**config.mk**
```make
export PLATFORM = sky130hd
export DESIGN_NAME = csr_led_pwm
export DESIGN_NICKNAME = d
export VERILOG_FILES = /design/src/rtl/csr_led_pwm_pkg.sv /design/src/rtl/csr_led_pwm_blink.sv /design/src/rtl/csr_led_pwm.sv
export SDC_FILE = /design/constraint.sdc
export NUM_CORES = 1
export LEC_CHECK = 0
export BUFFER_PORTS_ARGS = -buffer_cell sky130_fd_sc_hd__buf_2
export CAP_MARGIN = 40
export CELL_PAD_IN_SITES_DETAIL_PLACEMENT = 1
export CELL_PAD_IN_SITES_GLOBAL_PLACEMENT = 1
export CORE_UTILIZATION = 39
export CTS_CLUSTER_SIZE = 14
export DETAILED_ROUTE_END_ITERATION = 10
export GPL_ROUTABILITY_DRIVEN = 0
export PLACE_DENSITY_LB_ADDON = 0.1
export SLEW_MARGIN = 25
export SYNTH_ARGS = -nofsm -noshare
export SYNTH_HDL_FRONTEND = slang
export SYNTH_HIERARCHICAL = 1
export SYNTH_SLANG_ARGS = --single-unit
```
**constraint.sdc**
```tcl
create_clock -name clk -period 2 [get_ports clk]
set_input_delay 0.1 -clock clk [delete_from_list [all_inputs] [get_ports clk]]
set_output_delay 0.1 -clock clk [all_outputs]
set_load 0.03 [all_outputs]
```
**src/rtl/csr_led_pwm_pkg.sv**
```systemverilog
// Shared CSR definitions for the LED PWM block: modify encodings, register
// offsets and the read-modify-write helper used by every CSR field.
package csr_led_pwm_pkg;

    typedef enum logic [1:0] {
        MOD_NONE  = 2'b00,
        MOD_WRITE = 2'b01,
        MOD_SET   = 2'b10,
        MOD_CLEAR = 2'b11
    } csr_modify_e;

    localparam logic [1:0] OFF_LED    = 2'd0;
    localparam logic [1:0] OFF_DUTY   = 2'd1;
    localparam logic [1:0] OFF_BLINK  = 2'd2;
    localparam logic [1:0] OFF_PERIOD = 2'd3;

    function automatic logic [31:0] csr_apply(input logic [31:0] old_val,
                                              input logic [31:0] operand,
                                              input logic [1:0]  modify);
        logic [31:0] res;
        res = old_val;
        case (modify)
            MOD_WRITE: res = operand;
            MOD_SET:   res = old_val | operand;
            MOD_CLEAR: res = old_val & ~operand;
            default:   res = old_val;
        endcase
        return res;
    endfunction

endpackage

```
**src/rtl/csr_led_pwm_blink.sv**
```systemverilog
// Blink timer: counts up to the programmed period, then wraps and toggles
// the blink phase; a restart reloads the count and forces the phase high.
module led_blink_timer (
    input  logic        clk,
    input  logic        rst,
    input  logic [23:0] period,
    input  logic        restart,
    output logic        phase
);

    logic [23:0] cnt_p0;

    // >= rather than == so a period shrunk below the running count expires at once
    always_ff @(posedge clk) begin
        if (rst || restart) begin
            cnt_p0 <= 24'd0;
            phase  <= 1'b1;
        end else if (cnt_p0 >= period) begin
            cnt_p0 <= 24'd0;
            phase  <= ~phase;
        end else begin
            cnt_p0 <= cnt_p0 + 24'd1;
        end
    end

endmodule

```
**src/rtl/csr_led_pwm.sv**
```systemverilog
// CSR-controlled LED driver: per-LED enable, global PWM dimming and
// per-LED blink, with a four-register CSR window at BASE_ADDR.
module csr_led_pwm
    import csr_led_pwm_pkg::*;
#(
    parameter logic [11:0] BASE_ADDR    = 12'h7c1,
    parameter int          N_LEDS       = 8,
    parameter int          PWM_BITS     = 8,
    parameter logic [31:0] LED_RESET    = 32'h81,
    parameter logic [23:0] PERIOD_RESET = 24'd5_999_999
) (
    input  logic              clk,
    input  logic              rst,
    input  logic              read,
    input  logic [1:0]        modify,
    input  logic [31:0]       wdata,
    input  logic [11:0]       addr,
    output logic [31:0]       rdata,
    output logic              valid,
    output logic [N_LEDS-1:0] leds
);

    localparam logic [PWM_BITS:0]   DUTY_FULL = {1'b1, {PWM_BITS{1'b0}}};
    localparam logic [PWM_BITS-1:0] PWM_ONE   = 1;
    localparam logic [PWM_BITS-1:0] PWM_MAX   = '1;

    logic [N_LEDS-1:0]   led_q;
    logic [PWM_BITS:0]   duty_q;
    logic [PWM_BITS:0]   duty_act;
    logic [N_LEDS-1:0]   blink_q;
    logic [23:0]         period_q;
    logic [PWM_BITS-1:0] pwm_cnt;

    logic [11:0] addr_off;
    logic        hit;
    logic [1:0]  sel;
    logic        we;
    logic [31:0] old_val;
    logic [31:0] new_val;
    logic        pwm_phase;
    logic        blink_phase;
    logic        unused;

    // Offset subtraction makes the window check a simple upper-bits-zero test
    assign addr_off = addr - BASE_ADDR;
    assign hit      = (addr_off[11:2] == 10'd0);
    assign sel      = addr_off[1:0];
    assign we       = hit && (modify != MOD_NONE);
    assign unused   = ^{read, new_val};

    always_comb begin
        old_val = '0;
        case (sel)
            OFF_LED:    old_val[N_LEDS-1:0]   = led_q;
            OFF_DUTY:   old_val[PWM_BITS:0]   = duty_q;
            OFF_BLINK:  old_val[N_LEDS-1:0]   = blink_q;
            default:    old_val[23:0]         = period_q;
        endcase
    end

    assign new_val   = csr_apply(old_val, wdata, modify);
    assign pwm_phase = ({1'b0, pwm_cnt} < duty_act);

    // Stage p0: CSR registers, PWM counter and registered read port
    always_ff @(posedge clk) begin
        if (rst) begin
            led_q    <= LED_RESET[N_LEDS-1:0];
            duty_q   <= DUTY_FULL;
            duty_act <= DUTY_FULL;
            blink_q  <= '0;
            period_q <= PERIOD_RESET;
            pwm_cnt  <= '0;
            valid    <= 1'b0;
            rdata    <= '0;
        end else begin
            if (we && sel == OFF_LED)    led_q    <= new_val[N_LEDS-1:0];
            if (we && sel == OFF_DUTY)   duty_q   <= new_val[PWM_BITS:0];
            if (we && sel == OFF_BLINK)  blink_q  <= new_val[N_LEDS-1:0];
            if (we && sel == OFF_PERIOD) period_q <= new_val[23:0];
            pwm_cnt <= pwm_cnt + PWM_ONE;
            // Duty only changes at the period boundary so no PWM cycle is glitched
            if (pwm_cnt == PWM_MAX) duty_act <= duty_q;
            valid <= hit;
            rdata <= hit ? old_val : 32'd0;
        end
    end

    led_blink_timer u_blink (
        .clk     (clk),
        .rst     (rst),
        .period  (period_q),
        .restart (we && sel == OFF_PERIOD),
        .phase   (blink_phase)
    );

    // Stage p1: registered LED drive
    always_ff @(posedge clk) begin
        if (rst) begin
            leds <= '0;
        end else begin
            leds <= led_q & {N_LEDS{pwm_phase}} & (~blink_q | {N_LEDS{blink_phase}});
        end
    end

endmodule

```
Yosys cells after proc, flatten, opt, wreduce, memory -nomap -nowiden
Cells that the tools add are included.
{"block": "classes", "n_bitwise": 9, "n_eq_ne": 7, "n_addsub": 3, "reduce_logical": 13, "n_lt_le_gt_ge": 2, "muxes": 4}
{"cell": "$pmux 24 s3", "count": 1}
{"cell": "$add 24x1->24 const B", "count": 1}
{"cell": "$and 24x24->24", "count": 1}
{"cell": "$ge 24x24->1", "count": 1}
{"cell": "$not 24->24", "count": 1}
{"cell": "$or 24x24->24", "count": 1}
{"cell": "$pmux 8 s3", "count": 1}
{"cell": "$and 8x8->8", "count": 2}
{"cell": "$mux 15", "count": 1}
{"cell": "$sub 12x11->12 const B", "count": 1}
{"cell": "$logic_not 10->1", "count": 1}
{"cell": "$lt 8x9->1", "count": 1}
{"cell": "$add 8x1->8 const B", "count": 1}
{"cell": "$eq 2x2->1 const B", "count": 4}
{"cell": "$eq 8x8->1 const B", "count": 1}
{"cell": "$not 8->8", "count": 1}
{"cell": "$or 8x8->8", "count": 1}
{"cell": "$reduce_or 2->1", "count": 3}
{"cell": "$logic_and 1x1->1", "count": 5}
{"cell": "$eq 2x1->1 const B", "count": 2}
{"cell": "$reduce_or 3->1", "count": 1}
{"cell": "$logic_not 2->1", "count": 1}
{"cell": "$not 1->1", "count": 2}
{"cell": "$pmux 1 s2", "count": 1}
{"cell": "other kinds (2)", "count": 2}
{"block": "word_totals", "out_inout_bits": 41, "word_cells": 50, "in_bits": 49, "reg_bits": 132}

Depth between registers and ports, before layout
{"block": "depth", "depth_word": 6, "mapped_depth": 9, "ltp_nobuf": 7}

By module
Netlist, hierarchy kept.
{"module": "csr_led_pwm", "cells_each": 510, "seq_area_each_um2": 1981.9, "n_inst": 1, "area_each_um2": 4588.2}
{"module": "led_blink_timer", "cells_each": 205, "seq_area_each_um2": 500.5, "n_inst": 1, "area_each_um2": 1735.4}

Least setup slack after synthesis
OpenSTA, ideal clock, no wires.
{"block": "synth_path", "kind": "flip-flop to flip-flop", "start": "reg period_q[23]", "end": "reg u_blink.cnt_p0[14]", "n_path_buf": 1, "path_stages_with_launch": 9, "t_required_ns": 1.885, "setup_slack_ns": 0.043, "arrival_ns": 1.843, "setup_time_ns": 0.115, "cell_sequence": "dfxtp_1 -> inv_1 -> ha_1 -> nand4_2 -> nor4_4 -> nand4_2 -> o2111ai_4 -> buf_6 -> nor2_1"}
{"block": "synth_between", "elab_chain_len": 2}
{"item": "from (decl)", "line_no": "csr_led_pwm.sv:31", "source": "logic [23:0] period_q;"}
{"item": "from (signal assigned)", "line_no": "csr_led_pwm.sv:79", "source": "if (we && sel == OFF_PERIOD) period_q <= new_val[23:0];"}
{"item": "$ge 24x24->1", "line_no": "csr_led_pwm_blink.sv:18", "source": "end else if (cnt_p0 >= period) begin"}
{"item": "$reduce_or 2->1 (no line)"}
{"item": "to (signal assigned)", "line_no": "csr_led_pwm_blink.sv:22", "source": "cnt_p0 <= cnt_p0 + 24'd1;"}
{"item": "to (decl)", "line_no": "csr_led_pwm_blink.sv:11", "source": "logic [23:0] cnt_p0;"}
Every way passes these cells.
A chain may end at the register's enable or synchronous reset.

Worst setup path after layout
{"block": "layout_path", "start": "reg period_q[11]", "end": "reg u_blink.phase"}
{"block": "layout_between", "elab_chain_len": 1}
{"item": "$ge 24x24->1", "line_no": "csr_led_pwm_blink.sv:18"}
{"item": "to (signal assigned)", "line_no": "csr_led_pwm_blink.sv:20", "source": "phase <= ~phase;"}
{"item": "to (decl)", "line_no": "csr_led_pwm_blink.sv:8", "source": "output logic phase"}
Every way passes these cells.

==> flow_metrics.py <==
metrics = {
    "critical_path": {
        "path_cells": "inv_2, ha_4, and2_4, a221o_1, a221oi_4, buf_4, o211a_1, mux2i_1",
        "critPathTopFamily": "compound AO/OA/AOI/OAI gates",
        "critPathCapture": "u_blink/phase$_SDFFE_PP1P_",
        "crit_start": "period_q[11]$_SDFFE_PP1P_",
        "crit_path_end_kind": "register",
        "crit_type": "register to register",
        "crit_required_ps": 2340,
        "r2r-end": "u_blink/phase$_SDFFE_PP1P_",
        "reg2reg_slack_ps": -4,
        "start_kind": "register",
        "cp_max_fo": 2,
        "critPathBufInv": 2,
        "cp.arrival_ps": 2350,
        "reg2regPathDepth": 8,
        "r2r_start": "period_q[11]$_SDFFE_PP1P_",
        "cp_num_cells": 8,
        "cp_slowest_cell": "a221o_1",
        "cp_slowest_stage_delay_ps": 350,
    },
    "placement": {
        "portBuffers": 72,
        "dp_hpwl_mm": 14.2,
    },
    "global_route": {
        "grt-ovfl-total": 0,
        "antenna_found_initial": 0,
        "grt_pass1_wl_mm": 31.2,
        "grtUsageTotal": 0.248,
        "grt_pass1_vias": 5910,
        "grt_start_max_net_pins": 53,
    },
    "layout": {
        "nNetsFinal": 914,
        "diodes": 0,
        "drive_gt1_frac": 0.251,
        "areaGrowthSynthToFinish_pct": 24.8,
    },
    "hold_path": {
        "min_path_type": "primary input to register",
    },
    "synthesis": {
        "synthTopCellsByArea": "dfxtp_1 39%, ha_1 6.5%, xnor2_1 4.6%",
        "yosysTopAreaCell": "dfxtp_1",
        "ys_ff_latch": 124,
        "avgSynthCellArea_um2": 8.84,
        "synth-edff-count": 0,
        "netlist_area_um2": 6320,
        "synth_warnings": 6,
        "async_reset_ff_frac": 0,
        "synth_ff_type": "dfxtp_1",
        "synth_top_area_frac": 0.393,
        "yosysSeqAreaShare": 0.393,
        "synth_cell_types": 60,
        "yosys-top-cells-count": "124 x dfxtp_1, 57 x nand3_1, 55 x nor2_1",
        "synth_cells": 715,
        "yosysMostFrequentCell": "dfxtp_1",
    },
    "cts": {
        "htreeDepth": 4,
        "clkSinkCount": 124,
        "numCtsBuffers": 17,
        "clk-insertion-delay-late_ps": 410,
        "cts_root_buffer": "clkbuf_16",
        "cts_tree": "yes",
        "clock_path_buffers": 2,
        "clk_pin_slew_ps": 50,
    },
    "sta": {
        "setup_tns_ps": -8.33,
        "skew_ps": 9.04,
        "setup-violations-final": 3,
        "rsz0062_at_grt": "yes",
        "worstMarginPinSlew_ps": 698,
        "slew_violations": 0,
        "final_period_minus_worst_setup_slack_ps": 2000,
        "slew_headroom": 0.533,
        "hold_viol": 0,
        "finalWorstSetupSlack_ps": -4.17,
        "timing.fmax_ghz": 0.499,
        "min_period_over_period": 1.00,
    },
    "outcome": {
        "status": "finished, violations left",
        "violations": "negative setup slack",
    },
    "pwr": {
        "power.leakage_nw": 3.26,
        "peakVddDrop_mv": 0.572,
        "power.density_nw_per_um2": 709,
        "p_total_w": 0.00559,
    },
    "flow_run": {
        "maxCapViolCount": 0,
    },
    "route": {
        "wire_per_inst_um": 18.8,
        "antenna_left": 0,
        "drc": 0,
        "wl_mm": 19.9,
        "drt-vias-per-instance": 5.36,
        "drt_iter0_markers": 294,
        "first_pass_iters": 4,
        "vias": 5663,
    },
    "floorplan": {
        "die_area_um2": 16700,
        "fp.coreArea_um2": 15800,
        "ios": 90,
        "rows": 46,
        "start_util": 0.400,
        "die-width_um": 129,
        "die_y_um": 129,
    },
}
[cells by family after synthesis]
kind of cell,Yosys count,share of synthesized area
simple gates,236,0.200
compound gates,160,0.167
flops,124,0.393
buf+inv,100,0.0708
xor+xnor,44,0.0609
fa+ha+maj,33,0.0653
mux,17,0.0429
other cells,1,0.000593
[state kept, by name, summed over array words and instances, names as in the netlist]
name and cells:
leds 8, u_blink/cnt_p0 24, led_q 8, period_q 24, pwm_cnt 8, duty_act 9
valid 1, rdata 24, u_blink/phase 1, blink_q 8, duty_q 9
[how the worst min path moves through the flow]
stage,start,end,slack (ps),cells past startpoint
floorplan,wdata[10],period_q[10]$_SDFFE_PP1P_,250,2
global placement,wdata[15],period_q[15]$_SDFFE_PP1P_,360,3
detailed placement,wdata[16],period_q[16]$_SDFFE_PP1P_,370,3
CTS,rst,period_q[12]$_SDFFE_PP0P_,70,2
global route,rst,period_q[12]$_SDFFE_PP0P_,80,2
finish,rst,period_q[12]$_SDFFE_PP0P_,80,2
[where the power goes]
part / total (W) / switching, W / internal, W
clock network: 0.00263 / 0.00103 / 0.00160
registers: 0.00250 / 0.0000105 / 0.00249
logic: 0.000464 / 0.000288 / 0.000176
[area by class of cell]
cell class | count | area [µm²]
inverter | 52 | 195
tap | 216 | 270
sequential | 124 | 2490
clock inverter | 4 | 20.0
timing repair buffer | 139 | 896
clock buffer | 23 | 468
fill | 1866 | 7930
multi-input combinational | 498 | 3550
[metrics by stage]
stage	instances	utilization	hold WS (ps)	area [µm²]	setup WS, ps
after floorplan	722	-	248	6350	42.8
after global placement	1018	0.453	364	7170	-21.6
after detailed placement	1018	0.453	366	7170	-94.5
after CTS	1056	0.494	65.3	7820	5.44
after global routing	1056	0.499	83.7	7890	-92.8
final	1056	0.499	77.4	7890	-4.17
[routing by layer]
layer	up-vias	global-route usage	wire length (µm)
met4	0	0.104	467
met3	26	0.0388	582
li1	2739	-	-
met2	116	0.456	10300
met5	-	0	0
met1	2782	0.283	8470
[layout by cell type, fill, tap and decap left out, drive strengths merged, types with 4 or more instances in the layout]
master and n:
buf 131, dfxtp 124, nor2 59, nand3 57
inv 52, a21oi 51, o21ai 45, xnor2 33
ha 33, and3 23, nand2 23, clkbuf 23
nand4 17, nand2b 13, xor2 11, nor2b 10
nor3 10, a211oi 9, a22o 8, mux2i 8
mux4 8, o21a 8, a2bb2oi 8, conb 8
dlygate4sd3 8, o31ai 8, a22oi 7, a311oi 6
nor4 6, clkinv 4, or2 4
[worst register-to-register path, delay by kind of cell, from the launching register on]
| family | cells | cell delay [ps] |
|---|---|---|
| AND/OR/NAND/NOR | 1 | 150 |
| multiplexers | 1 | 170 |
| AO/OA/AOI/OAI | 3 | 850 |
| buffers and inverters | 2 | 210 |
| adder cells (fa/ha/maj) | 1 | 210 |
| flip-flops | 1 | 340 |
[what timing repair did]
action,CTS,global route
gates cloned,0,0
resized for setup,19,15
pin swaps,7,3
hold buffers,8,0
setup endpoints to repair,25,33
buffers inserted,3,0
hold endpoints to repair,8,0
No activity file was read; power rests on OpenSTA's default activity.
